--- src/rtl/cpu_pkg.sv ---
// Shared definitions for the multicycle core: jump op encoding, window length
// and the core's default program-counter width.
package cpu_pkg;

    typedef enum logic [2:0] {
        J_NONE = 3'd0,
        J_JMP  = 3'd1,
        J_BEQZ = 3'd2,
        J_BNEZ = 3'd3,
        J_CALL = 3'd4,
        J_RET  = 3'd5
    } jop_t;

    // Cycles per instruction window; phase counts 0..PHASES-1.
    localparam int PHASES = 6;

    // Default program-counter / jump-target width for the core.
    localparam int CPU_D = 12;

endpackage

--- src/rtl/ret_stack.sv ---
// Circular return-address stack. A push when full overwrites the oldest entry
// (the pointer simply keeps wrapping) and the count saturates at DEPTH.
// push and pop are never asserted together by the owner.
module ret_stack #(
    parameter int D     = 12,
    parameter int DEPTH = 4
) (
    input  logic         clk,
    input  logic         reset,
    input  logic         push,
    input  logic         pop,
    input  logic [D-1:0] push_data,
    output logic [D-1:0] top_data,
    output logic         full,
    output logic         empty
);

    localparam int PW = $clog2(DEPTH);
    localparam int CW = $clog2(DEPTH + 1);

    // ptr is the next slot to write; the newest entry lives at ptr-1.
    logic [PW-1:0] ptr;
    logic [CW-1:0] count;
    logic [D-1:0]  mem [DEPTH];

    // Status and top-of-stack view used by the jump decision.
    always_comb begin
        full     = (count == CW'(DEPTH));
        empty    = (count == '0);
        top_data = mem[ptr - PW'(1)];
    end

    // Stack storage, pointer and saturating count.
    always_ff @(posedge clk or posedge reset) begin
        if (reset) begin
            ptr   <= '0;
            count <= '0;
            for (int i = 0; i < DEPTH; i++) mem[i] <= '0;
        end else if (push) begin
            mem[ptr] <= push_data;
            ptr      <= ptr + PW'(1);
            if (!full) count <= count + CW'(1);
        end else if (pop && !empty) begin
            ptr   <= ptr - PW'(1);
            count <= count - CW'(1);
        end
    end

endmodule

--- src/rtl/jump_ctrl.sv ---
// Jump-side partner of the program counter. Tracks the 6-phase instruction
// window, resolves jump/branch/call/return on the edge leaving phase 5 and
// presents the result to the PC during phase 0.
//
// absjump_en/target interface: absjump_en is a one-cycle qualifier that is
// high only in phase 0; target is meaningful whenever absjump_en is high.
// There is no backpressure: the PC always consumes on the edge ending phase 0.
module jump_ctrl
    import cpu_pkg::*;
#(
    parameter int D         = CPU_D,
    parameter int LUT_AW    = 4,
    parameter int RAS_DEPTH = 4
) (
    input  logic              clk,
    input  logic              reset,
    input  logic [D-1:0]      prog_ctr,
    input  logic [2:0]        op,
    input  logic [LUT_AW-1:0] lut_idx,
    input  logic              zero_flag,
    input  logic              lut_we,
    input  logic [LUT_AW-1:0] lut_waddr,
    input  logic [D-1:0]      lut_wdata,
    output logic [2:0]        phase,
    output logic              absjump_en,
    output logic [D-1:0]      target,
    output logic              ras_overflow,
    output logic              ras_underflow
);

    localparam int LUT_N = 2 ** LUT_AW;
    localparam logic [2:0] LAST_PHASE = 3'(PHASES - 1);

    logic [D-1:0] lut [LUT_N];
    logic         sample;
    logic [D-1:0] lut_rd;
    logic         jump_d;
    logic [D-1:0] target_d;
    logic         push, pop, ovf_set, unf_set;
    logic [D-1:0] ret_addr;
    logic [D-1:0] ras_top;
    logic         ras_full, ras_empty;

    ret_stack #(.D(D), .DEPTH(RAS_DEPTH)) u_ras (
        .clk       (clk),
        .reset     (reset),
        .push      (push),
        .pop       (pop),
        .push_data (ret_addr),
        .top_data  (ras_top),
        .full      (ras_full),
        .empty     (ras_empty)
    );

    // Free-running window counter; never stalls so it stays locked to the PC.
    always_ff @(posedge clk or posedge reset) begin
        if (reset)                    phase <= '0;
        else if (phase == LAST_PHASE) phase <= '0;
        else                          phase <= phase + 3'd1;
    end

    // Target LUT: writable in any phase, read combinationally so a write on
    // the sampling edge is seen only by the next decision.
    always_ff @(posedge clk or posedge reset) begin
        if (reset) begin
            for (int i = 0; i < LUT_N; i++) lut[i] <= '0;
        end else if (lut_we) begin
            lut[lut_waddr] <= lut_wdata;
        end
    end

    // Resolve the current op; RAS side effects only on the sampling edge.
    always_comb begin
        sample   = (phase == LAST_PHASE);
        lut_rd   = lut[lut_idx];
        ret_addr = prog_ctr + D'(1);
        jump_d   = 1'b0;
        target_d = target;
        push     = 1'b0;
        pop      = 1'b0;
        ovf_set  = 1'b0;
        unf_set  = 1'b0;
        if (sample) begin
            case (op)
                J_JMP: begin
                    jump_d   = 1'b1;
                    target_d = lut_rd;
                end
                J_BEQZ: begin
                    jump_d   = zero_flag;
                    target_d = lut_rd;
                end
                J_BNEZ: begin
                    jump_d   = !zero_flag;
                    target_d = lut_rd;
                end
                J_CALL: begin
                    push     = 1'b1;
                    ovf_set  = ras_full;
                    jump_d   = 1'b1;
                    target_d = lut_rd;
                end
                J_RET: begin
                    if (!ras_empty) begin
                        pop      = 1'b1;
                        jump_d   = 1'b1;
                        target_d = ras_top;
                    end else begin
                        unf_set  = 1'b1;
                    end
                end
                default: jump_d = 1'b0;
            endcase
        end
    end

    // Decision register: result lives for the phase-0 cycle only; flags stick.
    always_ff @(posedge clk or posedge reset) begin
        if (reset) begin
            absjump_en    <= 1'b0;
            target        <= '0;
            ras_overflow  <= 1'b0;
            ras_underflow <= 1'b0;
        end else begin
            if (sample) begin
                absjump_en <= jump_d;
                target     <= target_d;
            end else begin
                absjump_en <= 1'b0;
            end
            ras_overflow  <= ras_overflow | ovf_set;
            ras_underflow <= ras_underflow | unf_set;
        end
    end

endmodule

--- config.mk ---
export PLATFORM = sky130hd
export DESIGN_NAME = jump_ctrl
export DESIGN_NICKNAME = d
export VERILOG_FILES = /design/src/rtl/cpu_pkg.sv /design/src/rtl/ret_stack.sv /design/src/rtl/jump_ctrl.sv
export SDC_FILE = /design/constraint.sdc
export NUM_CORES = 1
export LEC_CHECK = 0
export ABC_AREA = 0
export BUFFER_PORTS_ARGS = -buffer_cell sky130_fd_sc_hd__buf_2
export CAP_MARGIN = 20
export CORE_MARGIN = 1
export CORE_UTILIZATION = 53
export CTS_BUF_LIST = sky130_fd_sc_hd__clkbuf_4 sky130_fd_sc_hd__clkbuf_8
export DETAILED_ROUTE_END_ITERATION = 10
export PLACE_DENSITY = 0.7
export SYNTH_ARGS = -nofsm -noshare
export SYNTH_HDL_FRONTEND = slang
export SYNTH_SLANG_ARGS = --single-unit
--- constraint.sdc ---
create_clock -name clk -period 14.9 [get_ports clk]
set_clock_uncertainty 0.2 [all_clocks]
set_input_delay 1.49 -clock clk [delete_from_list [all_inputs] [get_ports clk]]
set_output_delay 1.49 -clock clk [all_outputs]
set_load 0.01 [all_outputs]
-- Word level (Yosys, flattened, before mapping)
Cells that the tools add are included.
- $add $sub $neg: 6
- magnitude comparators: 6
- equality and inequality tests: 9
- mux-type cells: 32
- bitwise gates (word level): 6
- reductions and logical operators: 12
- operator list (cell ; count):
    $bwmux 192 ; 1
    $mux 12 ; 7
    $bmux 12 s4 ; 1
    $bwmux 48 ; 1
    $demux 12 s4 ; 1
    $bmux 12 s2 ; 1
    $demux 12 s2 ; 1
    $pmux 12 s2 ; 1
    $add 12x1->12 const B ; 1
    $eq 3x3->1 const B ; 4
    $mux 3 ; 4
    $mux 1 ; 11
    $ge 5x5->1 const B ; 2
    $not 4->5 ; 2
    $add 3x1->3 const B ; 2
    $eq 3x2->1 const B ; 2
    $ge 3x3->1 const B ; 2
    $not 2->3 ; 2
    $lt 5x1->1 const B ; 1
    $mux 2 ; 2
    $ne 2x2->1 const B ; 2
    $pmux 1 s4 ; 1
    $reduce_bool 2->1 ; 2
    $reduce_or 4->1 ; 1
    12 further kinds ; 16
- flip-flop bits (word level): 263
- output and inout bits: 18
- word-level logic and storage cells: 98

-- Logic depth before layout (Yosys ltp)
- depth after elaboration: 7
- gate-level depth with buffers: 8
- mapped depth without buffers: 7

-- Cells and area by module
Synthesis repeated with hierarchy kept, for this count alone.
- cell total of the unflattened synthesis: 798
- area total of the unflattened synthesis: 12443.2 µm²
- modules (own cells, without submodules) (module ; instances ; cells an instance ; area an instance (µm²)):
    jump_ctrl ; 1 ; 639 ; 9843.2
    ret_stack ; 1 ; 159 ; 2600.0

-- Worst setup path after synthesis
OpenSTA, ideal clock, no wires.
- path kind: input port to flip-flop
- start: input port op[1]
- end: register u_ras.count[2]
- arrival time: 2.846 ns
- required time: 14.617 ns
- setup slack: 11.772 ns
- stages on the path: 7
- cells stage by stage: nor3b_4 > and2_1 > xnor2_1 > ha_1 > a211o_1 > a211o_1 > o21ai_0
- longest elaborated chain between the ends: 6
- RTL lines (what ; line ; RTL):
    start: declaration ; jump_ctrl.sv:18 ; input logic [2:0] op,
    $eq 3x3->1 ; jump_ctrl.sv:84 ; case (op)
    $mux 1 ; jump_ctrl.sv:84 ;
    $mux 1 ; jump_ctrl.sv:83 ; if (sample) begin
    $logic_and 1x1->1 ; ret_stack.sv:43 ; end else if (pop && !empty) begin
    $reduce_bool 2->1 (no line) ; - ;
    $reduce_and 2->1 (no line) ; - ;
    end signal: assignment ; ret_stack.sv:42 ; if (!full) count <= count + CW'(1);
    end signal: assignment ; ret_stack.sv:45 ; count <= count - CW'(1);
    end: declaration ; ret_stack.sv:23 ; logic [CW-1:0] count;
Several ways; a longest one is shown, not always the timed one.
A chain may end at the register's enable or synchronous reset.

==> results.txt <==
Via density -> 5.847
met3 usage -> 4.059%
VDD IR max -> 0.07049 mV
P_sw -> 526.6 uW
RSZ-0062 raised after global routing -> false
sequential-to-total area share from yosys stat -> 53.83%
number of diodes -> 0
drt first pass iters -> 4
clock insertion delay at the later pin of the skew report -> 540 ps
worst stage delay on the critical path -> 880 ps
final wirelength -> 26830 um
clock share of power -> 33.9%
largest family of logic cells by synthesized area -> multiplexers
fmax -> 279.1 MHz
maxcap violations -> 0
CTS tree -> built
clock slew at reported path FFs -> 70 ps
Hold Path Cell Cnt -> 1
post-CTS setup buffers -> 0
Synth Area in XOR/XNOR -> 0.9312%
number of synthesized flops with an enable pin -> 0
Final Net Count -> 1011
Layout Cells excl Fill -> 1285
Final Hold Fails -> 0
Placed Instances -> 1202
Worst Hold Class -> reg -> reg
largest net degree at the start of global routing -> 124
crit path kind -> in -> async
antenna violations before repair -> 0
power share of the combinational group -> 18.4%
Clock Root Buffer -> clkbuf_8
internal power -> 1.486 mW
post-DP HPWL -> 16470 um
H-tree levels -> 2
Post-Syn Area per Cell -> 13.32 sq um
Post-Synth Simple-Gate Area -> 5.935%
Setup violations, final -> 0
TNS Setup -> 0 ps
CP endpoint kind -> asynchronous set/reset pin
worst slew pin tran -> 992.2 ps
Tcrit/Tclk final -> 24.05%
clock period minus final worst setup slack -> 3583 ps
I/O pin count -> 57
sw frac -> 26.17%
final setup margin -> 11320 ps
critical path, cell by cell -> buf_2 -> inv_8 -> buf_4 -> buf_4
Largest delay share family, worst path -> buffers and inverters
Post-Syn Nets -> 963
gr busiest metal -> met2
mux share of post-synthesis cell area -> 30.00%
DIE HEIGHT -> 153.9 um
fill count -> 1752
clock sinks -> 263
CTS buffer count -> 44
post-cts resize count -> 0
Top FF cell, synth -> dfrtp_1
Placement Setup Slack -> 10620 ps
Slew Limit Headroom -> 33.78%
commonest non-fill, non-tap cell in the layout -> dfrtp_1
met1 Resource Use GR -> 33.87%
Core Region -> 22640 sq um
Rows -> 55
CP required -> 15260 ps
Synth Area in Adders -> 0.6140%
Routed Antenna Nets -> 0
Die X -> 153.9 um
buffer levels on the longest clock path -> 3
total power -> 2.012 mW
number of DRC markers in iteration 0 -> 371
stages on the worst setup path -> 4
cts hold-fix bufs -> 0
IO buf count -> 56
cell count after synthesis -> 918
Netlist cell types -> 47
power density cells -> 148.1 nW/um^2
first-pass GRT wire length -> 43570 um
async set-or-reset flop fraction in the synthesized netlist -> 100.0%
most frequent CP cell -> buf_4
Overflow after GRT -> 0
drc violations -> 0
GRT Total Usage -> 23.91%
vias in the first global route -> 7887
via count -> 7514
Synthesis Warnings -> 0
arrival time at the worst endpoint -> 3950 ps
#FFs+latches synth -> 263
Final Slew Violations -> 0
share of post-route cells with drive strength above 1 -> 38.70%
depth of the worst register-to-register path -> 5
RePlAce Congestion -> 0.8100
CP Max Fanout -> 123
synth-to-layout area growth -> 11.09%
die area -> 23680 sq um
WL per Instance -> 20.88 um
P_leak -> 6.104 nW
outcome -> finished, final reports clean
CP Buf/Inv Count -> 4
Synth Cell Area -> 12230 sq um
Critical-path top delay cell -> buf_4
part of the power in registers -> 47.7%
Starting Density -> 54.00%
met2 Usage GRT -> 38.27%
Critical Path Start Type -> primary input
most frequent cells in the layout -> 263 x dfrtp_1, 202 x mux2_2, 75 x nand2_1
post-synthesis compound-gate area fraction -> 5.362%
[power by group through the flow]
stage                     sequential, mW  clock (mW)  combinational (mW)
after CTS                          0.961       0.698               0.374
after global placement             0.967           0               0.362
final                              0.961       0.682               0.370
after global routing               0.982       0.730               0.407
after detailed placement           0.973           0               0.372
after floorplan                    0.940           0               0.306
[flip-flops by register name, summed over array words and instances (netlist names)]
| register | flops |
|---|---|
| absjump_en | 1 |
| lut | 192 |
| phase | 3 |
| ras_overflow | 1 |
| ras_underflow | 1 |
| target | 12 |
| u_ras.count | 3 |
| u_ras.mem | 48 |
| u_ras.ptr | 2 |
[area by class of cell]
| type | count | area (sq um) | area share (%) |
|---|---|---|---|
| multi-input cells | 578 | 5249 | 38.64 |
| flip-flops and latches | 263 | 6581 | 48.45 |
| clock inverters | 4 | 50.05 | 0.3685 |
| well taps | 285 | 356.6 | 2.625 |
| clock buffers | 76 | 920.9 | 6.780 |
| repair buffers | 68 | 376.6 | 2.773 |
| inverters | 11 | 48.80 | 0.3592 |
[synth_stat cells (all sizes together), types with 2 or more instances]
cell type / instances / share of area [%]
buf: 38 / 2.1
xnor2: 11 / 0.79
a311oi: 13 / 0.93
xor2: 2 / 0.14
mux2i: 50 / 4.1
a22oi: 12 / 0.74
nand2: 75 / 2.3
nor3: 3 / 0.12
a21oi: 25 / 1.0
ha: 6 / 0.61
nand3b: 5 / 0.31
nand2b: 3 / 0.15
a211o: 2 / 0.14
nor2b: 3 / 0.15
a31o: 2 / 0.14
nand4: 5 / 0.26
mux2: 207 / 19
nor3b: 2 / 0.21
clkbuf: 28 / 0.87
o21ai: 50 / 2.0
and2: 3 / 0.15
dfrtp: 263 / 54
mux4: 36 / 6.8
nand3: 20 / 0.82
inv: 11 / 0.34
nor4: 2 / 0.10
or3: 4 / 0.20
nor2: 27 / 0.83
[per-stage QoR]
| stage | util, % | area [sq um] | hold slack [ps] |
|---|---|---|---|
| 3_5_place_dp | 55.59 | 12590 | 258.2 |
| 4_1_cts | 59.88 | 13560 | 277.3 |
| 3_3_place_gp | 55.59 | 12590 | 250.4 |
| 2_1_floorplan | - | 12230 | 244.6 |
| 5_1_grt | 59.99 | 13580 | 292.0 |
| 6_report | 59.99 | 13580 | 270.5 |
[cells by family (layout without fill, tap and decap cells)]
logic type / Yosys count / in the layout
xor gates and xnor gates: 13 / 13
DFF: 263 / 263
AOI/OAI and AO/OA: 109 / 109
and+or+nand+nor: 157 / 157
buffers and inverters: 77 / 159
adders and majority gates: 6 / 6
muxes: 293 / 293
[worst paths after layout]
path	start	end	slack, ps
worst max-delay path	reset	lut[14]	11320
worst min-delay path	ras_overflow	ras_overflow	270
worst max register to register	u_ras.ptr[0]	target[1]	11810
worst min register to register	ras_overflow	ras_overflow	270
max in group clk	lut_idx[2]	target[3]	11520
min in group asynchronous	reset	u_ras.mem[23]	910
[metal layers]
layer / share of wire [%] / up-vias
met5: 0 / -
met4: 2.0 / 0
met3: 4.3 / 46
met2: 49 / 160
met1: 45 / 3876
li1: - / 3432
No activity file was read; power rests on OpenSTA's default activity.
